File: src/rtl/axi_lite_cfg_master_if.sv
// AXI4-Lite channel bundle between the configuration master and its slave.
interface axi_lite_cfg_master_if #(
  parameter int unsigned ADDR_W = 32,
  parameter int unsigned DATA_W = 32
);
  logic [ADDR_W-1:0]   awaddr;
  logic [2:0]          awprot;
  logic                awvalid;
  logic                awready;
  logic [DATA_W-1:0]   wdata;
  logic [DATA_W/8-1:0] wstrb;
  logic                wvalid;
  logic                wready;
  logic [1:0]          bresp;
  logic                bvalid;
  logic                bready;
  logic [ADDR_W-1:0]   araddr;
  logic [2:0]          arprot;
  logic                arvalid;
  logic                arready;
  logic [DATA_W-1:0]   rdata;
  logic [1:0]          rresp;
  logic                rvalid;
  logic                rready;

  modport master (
    output awaddr, awprot, awvalid, input awready,
    output wdata, wstrb, wvalid, input wready,
    input bresp, bvalid, output bready,
    output araddr, arprot, arvalid, input arready,
    input rdata, rresp, rvalid, output rready
  );

  modport slave (
    input awaddr, awprot, awvalid, output awready,
    input wdata, wstrb, wvalid, output wready,
    output bresp, bvalid, input bready,
    input araddr, arprot, arvalid, output arready,
    output rdata, rresp, rvalid, input rready
  );
endinterface

File: src/rtl/axi_lite_cfg_master.sv
// Single-outstanding AXI4-Lite initiator: turns one command into one AXI
// write or read and returns the captured response on the rsp_* handshake.
module axi_lite_cfg_master #(
  parameter int unsigned C_M_AXI_ADDR_WIDTH = 32,
  parameter int unsigned C_M_AXI_DATA_WIDTH = 32
) (
  input  logic                            m_axi_aclk,
  input  logic                            m_axi_aresetn,
  input  logic                            cmd_valid,
  output logic                            cmd_ready,
  input  logic                            cmd_we,
  input  logic [C_M_AXI_ADDR_WIDTH-1:0]   cmd_addr,
  input  logic [C_M_AXI_DATA_WIDTH-1:0]   cmd_wdata,
  input  logic [C_M_AXI_DATA_WIDTH/8-1:0] cmd_wstrb,
  output logic                            rsp_valid,
  input  logic                            rsp_ready,
  output logic                            rsp_we,
  output logic [C_M_AXI_DATA_WIDTH-1:0]   rsp_rdata,
  output logic [1:0]                      rsp_resp,
  axi_lite_cfg_master_if.master           m_axi
);
  localparam int unsigned AW = C_M_AXI_ADDR_WIDTH;
  localparam int unsigned DW = C_M_AXI_DATA_WIDTH;
  localparam int unsigned SW = C_M_AXI_DATA_WIDTH / 8;

  typedef enum logic [2:0] {
    IDLE, WR_ADDR_DATA, WR_RESP, RD_ADDR, RD_DATA, RESP
  } state_e;

  state_e          state_q, state_d;
  logic [AW-1:0]   awaddr_q, awaddr_d, araddr_q, araddr_d;
  logic [DW-1:0]   wdata_q, wdata_d, rsp_rdata_q, rsp_rdata_d;
  logic [SW-1:0]   wstrb_q, wstrb_d;
  logic [1:0]      rsp_resp_q, rsp_resp_d;
  logic            awvalid_q, awvalid_d, wvalid_q, wvalid_d, arvalid_q, arvalid_d;
  logic            bready_q, bready_d, rready_q, rready_d;
  logic            aw_done_q, aw_done_d, w_done_q, w_done_d;
  logic            cmd_ready_q, cmd_ready_d, rsp_valid_q, rsp_valid_d;
  logic            rsp_we_q, rsp_we_d;
  logic [AW-1:0]   addr_aligned;
  logic            aw_fire, w_fire;
  logic            unused_addr_lsb;

  assign addr_aligned    = {cmd_addr[AW-1:2], 2'b00};
  assign unused_addr_lsb = ^cmd_addr[1:0];
  assign aw_fire         = awvalid_q && m_axi.awready;
  assign w_fire          = wvalid_q && m_axi.wready;

  // Next-state and registered-output computation for the transaction FSM
  always_comb begin
    state_d     = state_q;
    awaddr_d    = awaddr_q;
    araddr_d    = araddr_q;
    wdata_d     = wdata_q;
    wstrb_d     = wstrb_q;
    awvalid_d   = awvalid_q;
    wvalid_d    = wvalid_q;
    arvalid_d   = arvalid_q;
    bready_d    = bready_q;
    rready_d    = rready_q;
    aw_done_d   = aw_done_q;
    w_done_d    = w_done_q;
    cmd_ready_d = cmd_ready_q;
    rsp_valid_d = rsp_valid_q;
    rsp_we_d    = rsp_we_q;
    rsp_rdata_d = rsp_rdata_q;
    rsp_resp_d  = rsp_resp_q;
    unique case (state_q)
      IDLE: begin
        cmd_ready_d = 1'b1;
        if (cmd_valid && cmd_ready_q) begin
          cmd_ready_d = 1'b0;
          rsp_we_d    = cmd_we;
          if (cmd_we) begin
            awaddr_d  = addr_aligned;
            wdata_d   = cmd_wdata;
            wstrb_d   = cmd_wstrb;
            awvalid_d = 1'b1;
            wvalid_d  = 1'b1;
            aw_done_d = 1'b0;
            w_done_d  = 1'b0;
            state_d   = WR_ADDR_DATA;
          end else begin
            araddr_d  = addr_aligned;
            arvalid_d = 1'b1;
            state_d   = RD_ADDR;
          end
        end
      end
      WR_ADDR_DATA: begin
        // Done flags cover the case where AW and W complete on different edges.
        if (aw_fire) begin
          awvalid_d = 1'b0;
          aw_done_d = 1'b1;
        end
        if (w_fire) begin
          wvalid_d = 1'b0;
          w_done_d = 1'b1;
        end
        if ((aw_done_q || aw_fire) && (w_done_q || w_fire)) begin
          bready_d = 1'b1;
          state_d  = WR_RESP;
        end
      end
      WR_RESP: begin
        if (bready_q && m_axi.bvalid) begin
          bready_d    = 1'b0;
          rsp_resp_d  = m_axi.bresp;
          rsp_rdata_d = '0;
          rsp_valid_d = 1'b1;
          state_d     = RESP;
        end
      end
      RD_ADDR: begin
        if (arvalid_q && m_axi.arready) begin
          arvalid_d = 1'b0;
          rready_d  = 1'b1;
          state_d   = RD_DATA;
        end
      end
      RD_DATA: begin
        if (rready_q && m_axi.rvalid) begin
          rready_d    = 1'b0;
          rsp_rdata_d = m_axi.rdata;
          rsp_resp_d  = m_axi.rresp;
          rsp_valid_d = 1'b1;
          state_d     = RESP;
        end
      end
      RESP: begin
        if (rsp_ready) begin
          rsp_valid_d = 1'b0;
          cmd_ready_d = 1'b1;
          state_d     = IDLE;
        end
      end
      default: state_d = IDLE;
    endcase
  end

  // State and output registers with asynchronous active-low reset
  always_ff @(posedge m_axi_aclk or negedge m_axi_aresetn) begin
    if (!m_axi_aresetn) begin
      state_q     <= IDLE;
      awaddr_q    <= '0;
      araddr_q    <= '0;
      wdata_q     <= '0;
      wstrb_q     <= '0;
      awvalid_q   <= 1'b0;
      wvalid_q    <= 1'b0;
      arvalid_q   <= 1'b0;
      bready_q    <= 1'b0;
      rready_q    <= 1'b0;
      aw_done_q   <= 1'b0;
      w_done_q    <= 1'b0;
      cmd_ready_q <= 1'b0;
      rsp_valid_q <= 1'b0;
      rsp_we_q    <= 1'b0;
      rsp_rdata_q <= '0;
      rsp_resp_q  <= '0;
    end else begin
      state_q     <= state_d;
      awaddr_q    <= awaddr_d;
      araddr_q    <= araddr_d;
      wdata_q     <= wdata_d;
      wstrb_q     <= wstrb_d;
      awvalid_q   <= awvalid_d;
      wvalid_q    <= wvalid_d;
      arvalid_q   <= arvalid_d;
      bready_q    <= bready_d;
      rready_q    <= rready_d;
      aw_done_q   <= aw_done_d;
      w_done_q    <= w_done_d;
      cmd_ready_q <= cmd_ready_d;
      rsp_valid_q <= rsp_valid_d;
      rsp_we_q    <= rsp_we_d;
      rsp_rdata_q <= rsp_rdata_d;
      rsp_resp_q  <= rsp_resp_d;
    end
  end

  assign cmd_ready     = cmd_ready_q;
  assign rsp_valid     = rsp_valid_q;
  assign rsp_we        = rsp_we_q;
  assign rsp_rdata     = rsp_rdata_q;
  assign rsp_resp      = rsp_resp_q;
  assign m_axi.awaddr  = awaddr_q;
  assign m_axi.awprot  = '0;
  assign m_axi.awvalid = awvalid_q;
  assign m_axi.wdata   = wdata_q;
  assign m_axi.wstrb   = wstrb_q;
  assign m_axi.wvalid  = wvalid_q;
  assign m_axi.bready  = bready_q;
  assign m_axi.araddr  = araddr_q;
  assign m_axi.arprot  = '0;
  assign m_axi.arvalid = arvalid_q;
  assign m_axi.rready  = rready_q;
endmodule
File: src/flat_wrapper.sv
// flat-port wrapper written by rule: the top's interface ports become plain ports
module axi_lite_cfg_master_flat 
#(
  parameter int unsigned C_M_AXI_ADDR_WIDTH = 32,
  parameter int unsigned C_M_AXI_DATA_WIDTH = 32
)
  (m_axi_aclk, m_axi_aresetn, cmd_valid, cmd_ready, cmd_we, cmd_addr, cmd_wdata, cmd_wstrb, rsp_valid, rsp_ready, rsp_we, rsp_rdata, rsp_resp, m_axi_awaddr, m_axi_awprot, m_axi_awvalid, m_axi_awready, m_axi_wdata, m_axi_wstrb, m_axi_wvalid, m_axi_wready, m_axi_bresp, m_axi_bvalid, m_axi_bready, m_axi_araddr, m_axi_arprot, m_axi_arvalid, m_axi_arready, m_axi_rdata, m_axi_rresp, m_axi_rvalid, m_axi_rready);
  axi_lite_cfg_master_if m_axi_i ();
  input  logic m_axi_aclk;
  input  logic m_axi_aresetn;
  input  logic cmd_valid;
  output logic cmd_ready;
  input  logic cmd_we;
  input  logic [C_M_AXI_ADDR_WIDTH-1:0] cmd_addr;
  input  logic [C_M_AXI_DATA_WIDTH-1:0] cmd_wdata;
  input  logic [C_M_AXI_DATA_WIDTH/8-1:0] cmd_wstrb;
  output logic rsp_valid;
  input  logic rsp_ready;
  output logic rsp_we;
  output logic [C_M_AXI_DATA_WIDTH-1:0] rsp_rdata;
  output logic [1:0] rsp_resp;
  output wire logic [$bits(m_axi_i.awaddr)-1:0] m_axi_awaddr;
  output wire logic [$bits(m_axi_i.awprot)-1:0] m_axi_awprot;
  output wire logic [$bits(m_axi_i.awvalid)-1:0] m_axi_awvalid;
  input wire logic [$bits(m_axi_i.awready)-1:0] m_axi_awready;
  output wire logic [$bits(m_axi_i.wdata)-1:0] m_axi_wdata;
  output wire logic [$bits(m_axi_i.wstrb)-1:0] m_axi_wstrb;
  output wire logic [$bits(m_axi_i.wvalid)-1:0] m_axi_wvalid;
  input wire logic [$bits(m_axi_i.wready)-1:0] m_axi_wready;
  input wire logic [$bits(m_axi_i.bresp)-1:0] m_axi_bresp;
  input wire logic [$bits(m_axi_i.bvalid)-1:0] m_axi_bvalid;
  output wire logic [$bits(m_axi_i.bready)-1:0] m_axi_bready;
  output wire logic [$bits(m_axi_i.araddr)-1:0] m_axi_araddr;
  output wire logic [$bits(m_axi_i.arprot)-1:0] m_axi_arprot;
  output wire logic [$bits(m_axi_i.arvalid)-1:0] m_axi_arvalid;
  input wire logic [$bits(m_axi_i.arready)-1:0] m_axi_arready;
  input wire logic [$bits(m_axi_i.rdata)-1:0] m_axi_rdata;
  input wire logic [$bits(m_axi_i.rresp)-1:0] m_axi_rresp;
  input wire logic [$bits(m_axi_i.rvalid)-1:0] m_axi_rvalid;
  output wire logic [$bits(m_axi_i.rready)-1:0] m_axi_rready;
  assign m_axi_awaddr = m_axi_i.awaddr;
  assign m_axi_awprot = m_axi_i.awprot;
  assign m_axi_awvalid = m_axi_i.awvalid;
  assign m_axi_i.awready = m_axi_awready;
  assign m_axi_wdata = m_axi_i.wdata;
  assign m_axi_wstrb = m_axi_i.wstrb;
  assign m_axi_wvalid = m_axi_i.wvalid;
  assign m_axi_i.wready = m_axi_wready;
  assign m_axi_i.bresp = m_axi_bresp;
  assign m_axi_i.bvalid = m_axi_bvalid;
  assign m_axi_bready = m_axi_i.bready;
  assign m_axi_araddr = m_axi_i.araddr;
  assign m_axi_arprot = m_axi_i.arprot;
  assign m_axi_arvalid = m_axi_i.arvalid;
  assign m_axi_i.arready = m_axi_arready;
  assign m_axi_i.rdata = m_axi_rdata;
  assign m_axi_i.rresp = m_axi_rresp;
  assign m_axi_i.rvalid = m_axi_rvalid;
  assign m_axi_rready = m_axi_i.rready;
  axi_lite_cfg_master #(.C_M_AXI_ADDR_WIDTH(C_M_AXI_ADDR_WIDTH), .C_M_AXI_DATA_WIDTH(C_M_AXI_DATA_WIDTH)) u_core (.m_axi_aclk(m_axi_aclk), .m_axi_aresetn(m_axi_aresetn), .cmd_valid(cmd_valid), .cmd_ready(cmd_ready), .cmd_we(cmd_we), .cmd_addr(cmd_addr), .cmd_wdata(cmd_wdata), .cmd_wstrb(cmd_wstrb), .rsp_valid(rsp_valid), .rsp_ready(rsp_ready), .rsp_we(rsp_we), .rsp_rdata(rsp_rdata), .rsp_resp(rsp_resp), .m_axi(m_axi_i));
endmodule
File: config.mk
export PLATFORM = sky130hd
export DESIGN_NAME = axi_lite_cfg_master_flat
export DESIGN_NICKNAME = d
export VERILOG_FILES = /design/src/rtl/axi_lite_cfg_master_if.sv /design/src/rtl/axi_lite_cfg_master.sv /design/src/flat_wrapper.sv
export SDC_FILE = /design/constraint.sdc
export NUM_CORES = 1
export LEC_CHECK = 0
export ABC_CLOCK_PERIOD_IN_PS = 5200
export CAP_MARGIN = 20
export CORE_MARGIN = 2
export CORE_UTILIZATION = 46
export CTS_BUF_LIST = sky130_fd_sc_hd__clkbuf_4 sky130_fd_sc_hd__clkbuf_8
export DETAILED_ROUTE_END_ITERATION = 10
export MAX_ROUTING_LAYER = met4
export PLACE_DENSITY = 0.88
export SLEW_MARGIN = 5
export SYNTH_ARGS = -nofsm -noshare
export SYNTH_HDL_FRONTEND = slang
export SYNTH_SLANG_ARGS = --single-unit
File: constraint.sdc
create_clock -name m_axi_aclk -period 5.2 [get_ports m_axi_aclk]
set_clock_uncertainty 0.15 [all_clocks]
set_input_delay 1.04 -clock m_axi_aclk [delete_from_list [all_inputs] [get_ports m_axi_aclk]]
set_output_delay 1.04 -clock m_axi_aclk [all_outputs]
set_load 0.1 [all_outputs]
### Yosys cells after proc, flatten, opt, wreduce, memory -nomap -nowiden

Index checks and enable logic that the tools add are counted.

* bits in registers: 143
* output and inout bits: 148
* word-level logic and storage cells: 105

* eq/ne operators: 15
* multiplexer cells: 43
* bitwise logic cells: 1
* reductions and logical operators: 29

Operators by type and width (count)
* 32-bit 2-to-1 mux: 2
* 32-bit case mux with 2 select lines: 1
* 1-bit 2-to-1 mux: 20
* 3-bit 2-to-1 mux: 6
* 3-bit case mux with 6 select lines: 1
* 1-bit case mux with 2 select lines: 8
* 4-bit AND reduction: 4
* 3-bit AND reduction: 5
* 2-bit by 1-bit inequality test with 1-bit output (second input constant): 7
* 2-bit nonzero test: 6
* 1-bit logical AND: 7
* 3-bit by 2-bit equality test with 1-bit output (second input constant): 2
* 3-bit equality test (second input constant): 2
* 2-bit 2-to-1 mux: 3
* 2-bit inequality test (second input constant): 3
* 6-bit AND reduction: 1
* 2-bit case mux with 2 select lines: 1
* 2-bit AND reduction: 2
* 3-bit by 1-bit equality test with 1-bit output (second input constant): 1
* 3-bit zero test: 1
* 1-bit case mux with 3 select lines: 1
* 3-bit nonzero test: 1
* 1-bit logical OR: 2
* 1-bit NOT: 1

### Depth between registers and ports, before layout

Gate-level depths: netlist (run 1).

* word-level depth: 5
* gate-level depth with buffers: 7
* mapped depth without buffers: 4

### Worst setup path after synthesis (run 1)

OpenSTA, ideal clock, no wires.

* path type: register to register
* start: register u_core.cmd_ready_q, in the netlist u_core.cmd_ready
* end: register u_core.araddr_q[10], in the netlist u_core.m_axi.araddr[10]
* setup time: 0.125 ns
* arrival time: 2.075 ns
* required time: 4.925 ns
* setup slack: 2.850 ns
* cell stages (with the launch flop): 5
* period minus slack after synthesis: 2.350 ns
* path through: dfrtp_1 nand2_1 nor3_2 buf_4 mux2_2

* cells in the longest elaborated chain, start to end: 2

Ends and longest elaborated chain
* start, declared: line axi_lite_cfg_master.sv:38 `logic cmd_ready_q, cmd_ready_d, rsp_valid_q, rsp_valid_d;`
* start signal, assigned: line axi_lite_cfg_master.sv:174 `cmd_ready_q <= cmd_ready_d;`
* 1-bit logical AND: line axi_lite_cfg_master.sv:71 `if (cmd_valid && cmd_ready_q) begin`
* 3-bit AND reduction (no line)
* end signal, assigned: line axi_lite_cfg_master.sv:164 `araddr_q <= araddr_d;`
* end, declared: line axi_lite_cfg_master.sv:31 `logic [AW-1:0] awaddr_q, awaddr_d, araddr_q, araddr_d;`

No other way between the ends.
A chain may end at the register's enable or synchronous reset.

### Worst setup path after layout (run 1)

* start: register u_core.awvalid_q, in the netlist u_core.m_axi.awvalid
* end: output port m_axi_awvalid

RTL lines
* start, declared: line axi_lite_cfg_master.sv:35 `logic awvalid_q, awvalid_d, wvalid_q, wvalid_d, arvalid_q, arvalid_d;`
* start signal, assigned: line axi_lite_cfg_master.sv:167 `awvalid_q <= awvalid_d;`
* end, declared: line flat_wrapper.sv:24 `output wire logic [$bits(m_axi_i.awvalid)-1:0] m_axi_awvalid;`

No word-level cell between the ends.

==> impl_metrics.toml, run 1 <==
[cells_and_area]
nets = 737
area_delta_synth_final_pct = 52.6
final_cell_mix = "clkdlybuf4s50_1 (248), dfrtp_1 (143), mux2_1 (62), a22o_1 (32), mux2_2 (30)"
final_layout_size_suffix_gt1_share_pct = 12.4
final_common_cell = "clkdlybuf4s50_1"
antenna_cells = 0
fill_cells = 800

[timing]
rsz0062_at_grt = "false"
worst_slew_pin_slew_ns = 1.07
report.final.slew_viol_count = 0
whs_ns = 0.341
hold_viol_final = 0
max_freq_ghz = 0.312
slew_headroom_pct = 28.7
setup_viol = 0
setup_slack_ns = 1.99
setup_tns_ns = 0
fin_crit_ns = 3.21
post-route-period-util_pct = 61.7

[worst_setup_path]
cpMaxStageDelayCell = "clkdlybuf4s50_1"
crit_path_start_kind = "flop"
cp-end-kind = "output pin"
worst_ep_required_time_ns = 4.01
crit_family = "buffers and inverters"
crit_type = "flop to output pin"
cp_max_fo = 5
cpPeakStageDelay_ns = 1.16
r2r_setup_slack_ns = 2.43
cp_cell_sequence = "clkdlybuf4s50_1"
critical_path_arrival_ns = 2.02
path_buf_inv = 1

[die]
start_util_pct = 47.2
row_count = 40
core_area_um2 = 12000
ios = 262
die_h_um = 115
dieWidth_um = 115
die_area_um2 = 13200

[grt]
antenna_found_initial = 0
grt_pass1_wl_um = 21900
grt_pass1_vias = 4229
grt_util_all_layers_pct = 22.3
grt_overflow_total = 0
grt_max_degree = 111

[logic_synthesis]
syn-cell-area_um2 = 5660
synthArstFlopShare_pct = 100
synth_warnings = 0
yosysUniqueCellTypes = 41
synth_ff_type = "dfrtp_1"
ys_seq_area_share_pct = 63.2
synth-seq-cells = 143
synth_edf_count = 0
syn_area_per_cell_um2 = 15.1
synthCells = 374

[placement]
dpl.hpwl_um = 10100
io_buffer_count = 249
pre_cts_ws_ns = 1.77
gp_congestion = 0.901

[clock_network]
clkLatencyLatePin_ns = 0.44
cts_buffers = 17
cts.htree.levels = 4
path_clk_slew_ns = 0.08
cts-root-buf = "clkbuf_8"
cts_tree = "yes"
cts.repair.resized = 0
cts.path.max_buffers = 2
ctsHoldBuffers = 0
clock-sinks = 143
post-cts-setup-buffers = 0

[flow_run]
max_cap_violations = 0

[status]
outcome = "complete, no violations"

[route]
wl_per_cell_um = 18.1
drt-total-wl_um = 14200
postRouteAntennaNets = 0
drtPass1Iterations = 4
drtIter0Drc = 253
vias = 4003
via_per_inst = 5.11
drc = 0

[hold_path]
min_path_type = "flop to flop"
## metal layers
metal	vias to the layer above	GRT usage, %	part of all wire, %
li1	1824	-	-
met1	1991	25.2	39
met2	166	38.0	53
met3	22	6.17	6.6
met4	0	7.87	1.7
met5	-	-	0
## kinds of logic after synthesis
group           after synthesis  share of synthesized area, %
compound gates               61                          8.57
mux                         100                          20.2
other cells                   1                        0.0662
simple gates                 35                          3.60
buf+inv                      33                          4.20
xor+xnor                      1                         0.155
flops                       143                          63.2
## worst paths after layout
path,start,endpoint,cells past startpoint
worst max-delay path,u_core.m_axi.awvalid,m_axi_awvalid,1
worst min-delay path,u_core.m_axi.awaddr[16],u_core.m_axi.awaddr[16],1
worst max register to register,u_core.state_q[1],u_core.rsp_rdata[14],4
worst min register to register,u_core.m_axi.awaddr[16],u_core.m_axi.awaddr[16],1
max in group asynchronous,m_axi_aresetn,u_core.m_axi.awaddr[24],2
min in group asynchronous,m_axi_aresetn,u_core.m_axi.wdata[6],1
## Yosys cell counts, types with 2 or more instances
| master | n | area [um2] |
|---|---|---|
| dfrtp_1 | 143 | 3580 |
| mux2_1 | 62 | 698 |
| a22o_1 | 32 | 280 |
| mux2_2 | 30 | 338 |
| buf_4 | 14 | 105 |
| nand2_1 | 12 | 45.0 |
| a21oi_1 | 11 | 55.1 |
| nor2_1 | 8 | 30.0 |
| buf_2 | 7 | 35.0 |
| buf_6 | 7 | 78.8 |
| mux2_4 | 6 | 90.1 |
| a31oi_1 | 5 | 31.3 |
| nor2b_1 | 3 | 18.8 |
| o21ai_0 | 3 | 15.0 |
| buf_1 | 2 | 7.51 |
| inv_1 | 2 | 7.51 |
| mux2i_1 | 2 | 20.0 |
| nor3_1 | 2 | 10.0 |
## registers in the layout (all words and copies together) (netlist names)
register	count
u_core.m_axi.wvalid	1
u_core.w_done_q	1
u_core.m_axi.bready	1
u_core.state_q	3
u_core.rsp_valid	1
u_core.rsp_rdata	32
u_core.m_axi.arvalid	1
u_core.m_axi.wstrb	4
u_core.rsp_resp	2
u_core.m_axi.wdata	32
u_core.m_axi.araddr	30
u_core.m_axi.awaddr	30
u_core.rsp_we	1
u_core.aw_done_q	1
u_core.cmd_ready	1
u_core.m_axi.rready	1
u_core.m_axi.awvalid	1
## stage by stage
stage | util [%] | cells | area (um2)
final | 72.0 | 783 | 8640
after global placement | 68.0 | 750 | 8170
after CTS | 71.8 | 782 | 8630
after floorplan | - | 383 | 5700
after detailed placement | 68.0 | 750 | 8170
after global routing | 72.0 | 783 | 8640
## area by class of cell
cell class                 count  area [um2]  share of cell area (%)
sequential                   143        3580                    41.4
timing repair buffer         252        2520                    29.2
multi-input combinational    207        1890                    21.8
clock buffer                  21         277                    3.20
clock inverter                11         186                    2.16
tap                          147         184                    2.13
inverter                       2        7.51                  0.0868
Power of run 1 is left out: the tool's default activity adds up to more than one toggle a clock period on the data nets, which glitch-free logic cannot reach.
==> run 2, diff against run 1 <==
Settings changed: ABC_CLOCK_PERIOD_IN_PS 5200 to 2800, CORE_UTILIZATION 46 to 39, PLACE_DENSITY 0.88 to 0.79.
Clock period 5.2 ns to 2.8 ns, I/O delays scaled along.
==> run 2 against run 1 <==
  * Critical path depth grew 5
  * Wire length shrank 3.4%
  * Cell area shrank 2.1%
  * Setup slack lost 1.4 ns
  * Final cell count grew 5.9%
  * Register-to-register slack lost 1.9 ns
  * Sequential cell count is the same
  * Die area grew 17%
  * Utilization shrank 13 points
  * Critical endpoint is now u_core.rsp_rdata[13]
  * Critical path type is now flop to flop
  * Via count grew 1.4%
  * Hold slack gained 0.0042 ns
  * Global-route usage shrank 3.9 points
==> impl_metrics.toml, run 2 (synthesis results as in run 1) <==
[status]
outcome = "complete, no violations"

[hold_path]
min_path_type = "flop to flop"

[cells_and_area]
final_cell_mix = "buf_4 (145), dfrtp_1 (143), clkdlybuf4s50_1 (110), mux2_1 (62), a22o_1 (32)"
final_common_cell = "buf_4"
multiInputGateArea_um2 = 1890
fill_cells = 1125
final_layout_size_suffix_gt1_share_pct = 34.9
nets = 746
area_delta_synth_final_pct = 49.3
regArea_um2 = 3580
antenna_cells = 0
final_util_pct = 58.9

[die]
start_util_pct = 39.4
die_area_um2 = 15500
core_area_um2 = 14400
row_count = 44
dieWidth_um = 125
die_h_um = 125
ios = 262

[route]
drtPass1Iterations = 4
met2_wirelength_um = 6830
routed.top_layer = "met4"
drt-total-wl_um = 13700
drc = 0
vias = 4060
wl_per_cell_um = 16.5
drtIter0Drc = 157
postRouteAntennaNets = 0
wl_met1_um = 5700
wl_met3_um = 822
via_per_inst = 4.90

[worst_setup_path]
crit_type = "flop to flop"
cp_max_fo = 32
worst_ep_required_time_ns = 2.96
crit_path_start_kind = "flop"
critical_path_arrival_ns = 2.39
cp-end-kind = "flop"

[clock_network]
cts.path.max_buffers = 2
cts_tree = "yes"
path_clk_slew_ns = 0.08
clock-sinks = 143
cts-root-buf = "clkbuf_8"
cts.htree.levels = 4
cts_buffers = 17
clkLatencyLatePin_ns = 0.43
post-cts-setup-buffers = 0

[flow_run]
max_cap_violations = 0

[placement]
dpl.hpwl_um = 10000
gp_congestion = 0.829
pre_cts_ws_ns = 0.335
io_buffer_count = 249

[timing]
max_freq_ghz = 0.449
setup_slack_ns = 0.575
slew_headroom_pct = 58.4
rsz0062_at_grt = "false"
report.final.slew_viol_count = 0
fin_crit_ns = 2.22
setup_tns_ns = 0
worst_slew_pin_slew_ns = 0.624
whs_ns = 0.345
setup_viol = 0
post-route-period-util_pct = 79.5
hold_viol_final = 0

[grt]
grt_util_all_layers_pct = 18.4
grt_max_degree = 68
grt_overflow_total = 0
grt_pass1_wl_um = 22300
antenna_found_initial = 0
grt_pass1_vias = 4244
## run 2: timing repair
item	CTS	global route
resized for setup	0	0
hold buffers	1	0
hold endpoints to repair	63	0
## run 2: path summary, 6_finish.rpt
path	end	cells past startpoint	from	slack (ns)
max	u_core.rsp_rdata[13]	6	u_core.state_q[1]	0.58
min	u_core.m_axi.wdata[25]	1	u_core.m_axi.wdata[25]	0.34
max reg2reg	u_core.rsp_rdata[13]	6	u_core.state_q[1]	0.58
min reg2reg	u_core.m_axi.wdata[25]	1	u_core.m_axi.wdata[25]	0.34
max in group asynchronous	u_core.m_axi.araddr[12]	3	m_axi_aresetn	1.24
min in group asynchronous	u_core.rsp_rdata[3]	2	m_axi_aresetn	0.55
## run 2: metal layers
metal	vias up	GRT usage, %
met4	0	6.54
met2	181	30.1
met1	1990	22.3
met3	31	4.64
li1	1858	-
met5	-	-
## run 2: critical path, stage by stage, from the launching register on
cell	delay, ns
dfrtp_1	0.51
buf_4	0.23
nor3b_4	0.38
a32oi_4	0.15
and2_1	0.20
buf_4	0.24
a22o_1	0.23
## run 2: area by class of cell
class                           count  area share [%]
Sequential cell                   143            42.3
Timing Repair Buffer              261            27.1
Multi-Input combinational cell    207            22.3
Clock buffer                       23            3.67
Tap cell                          184            2.72
Clock inverter                      9            1.82
Inverter                            2          0.0887
## run 2: per-stage QoR
stage          cells  area (um2)
3_3_place_gp     796        7990
5_1_grt          829        8460
6_report         829        8460
4_1_cts          829        8460
3_5_place_dp     796        7990
2_1_floorplan    383        5700
Power of run 2 is left out for the same reason.
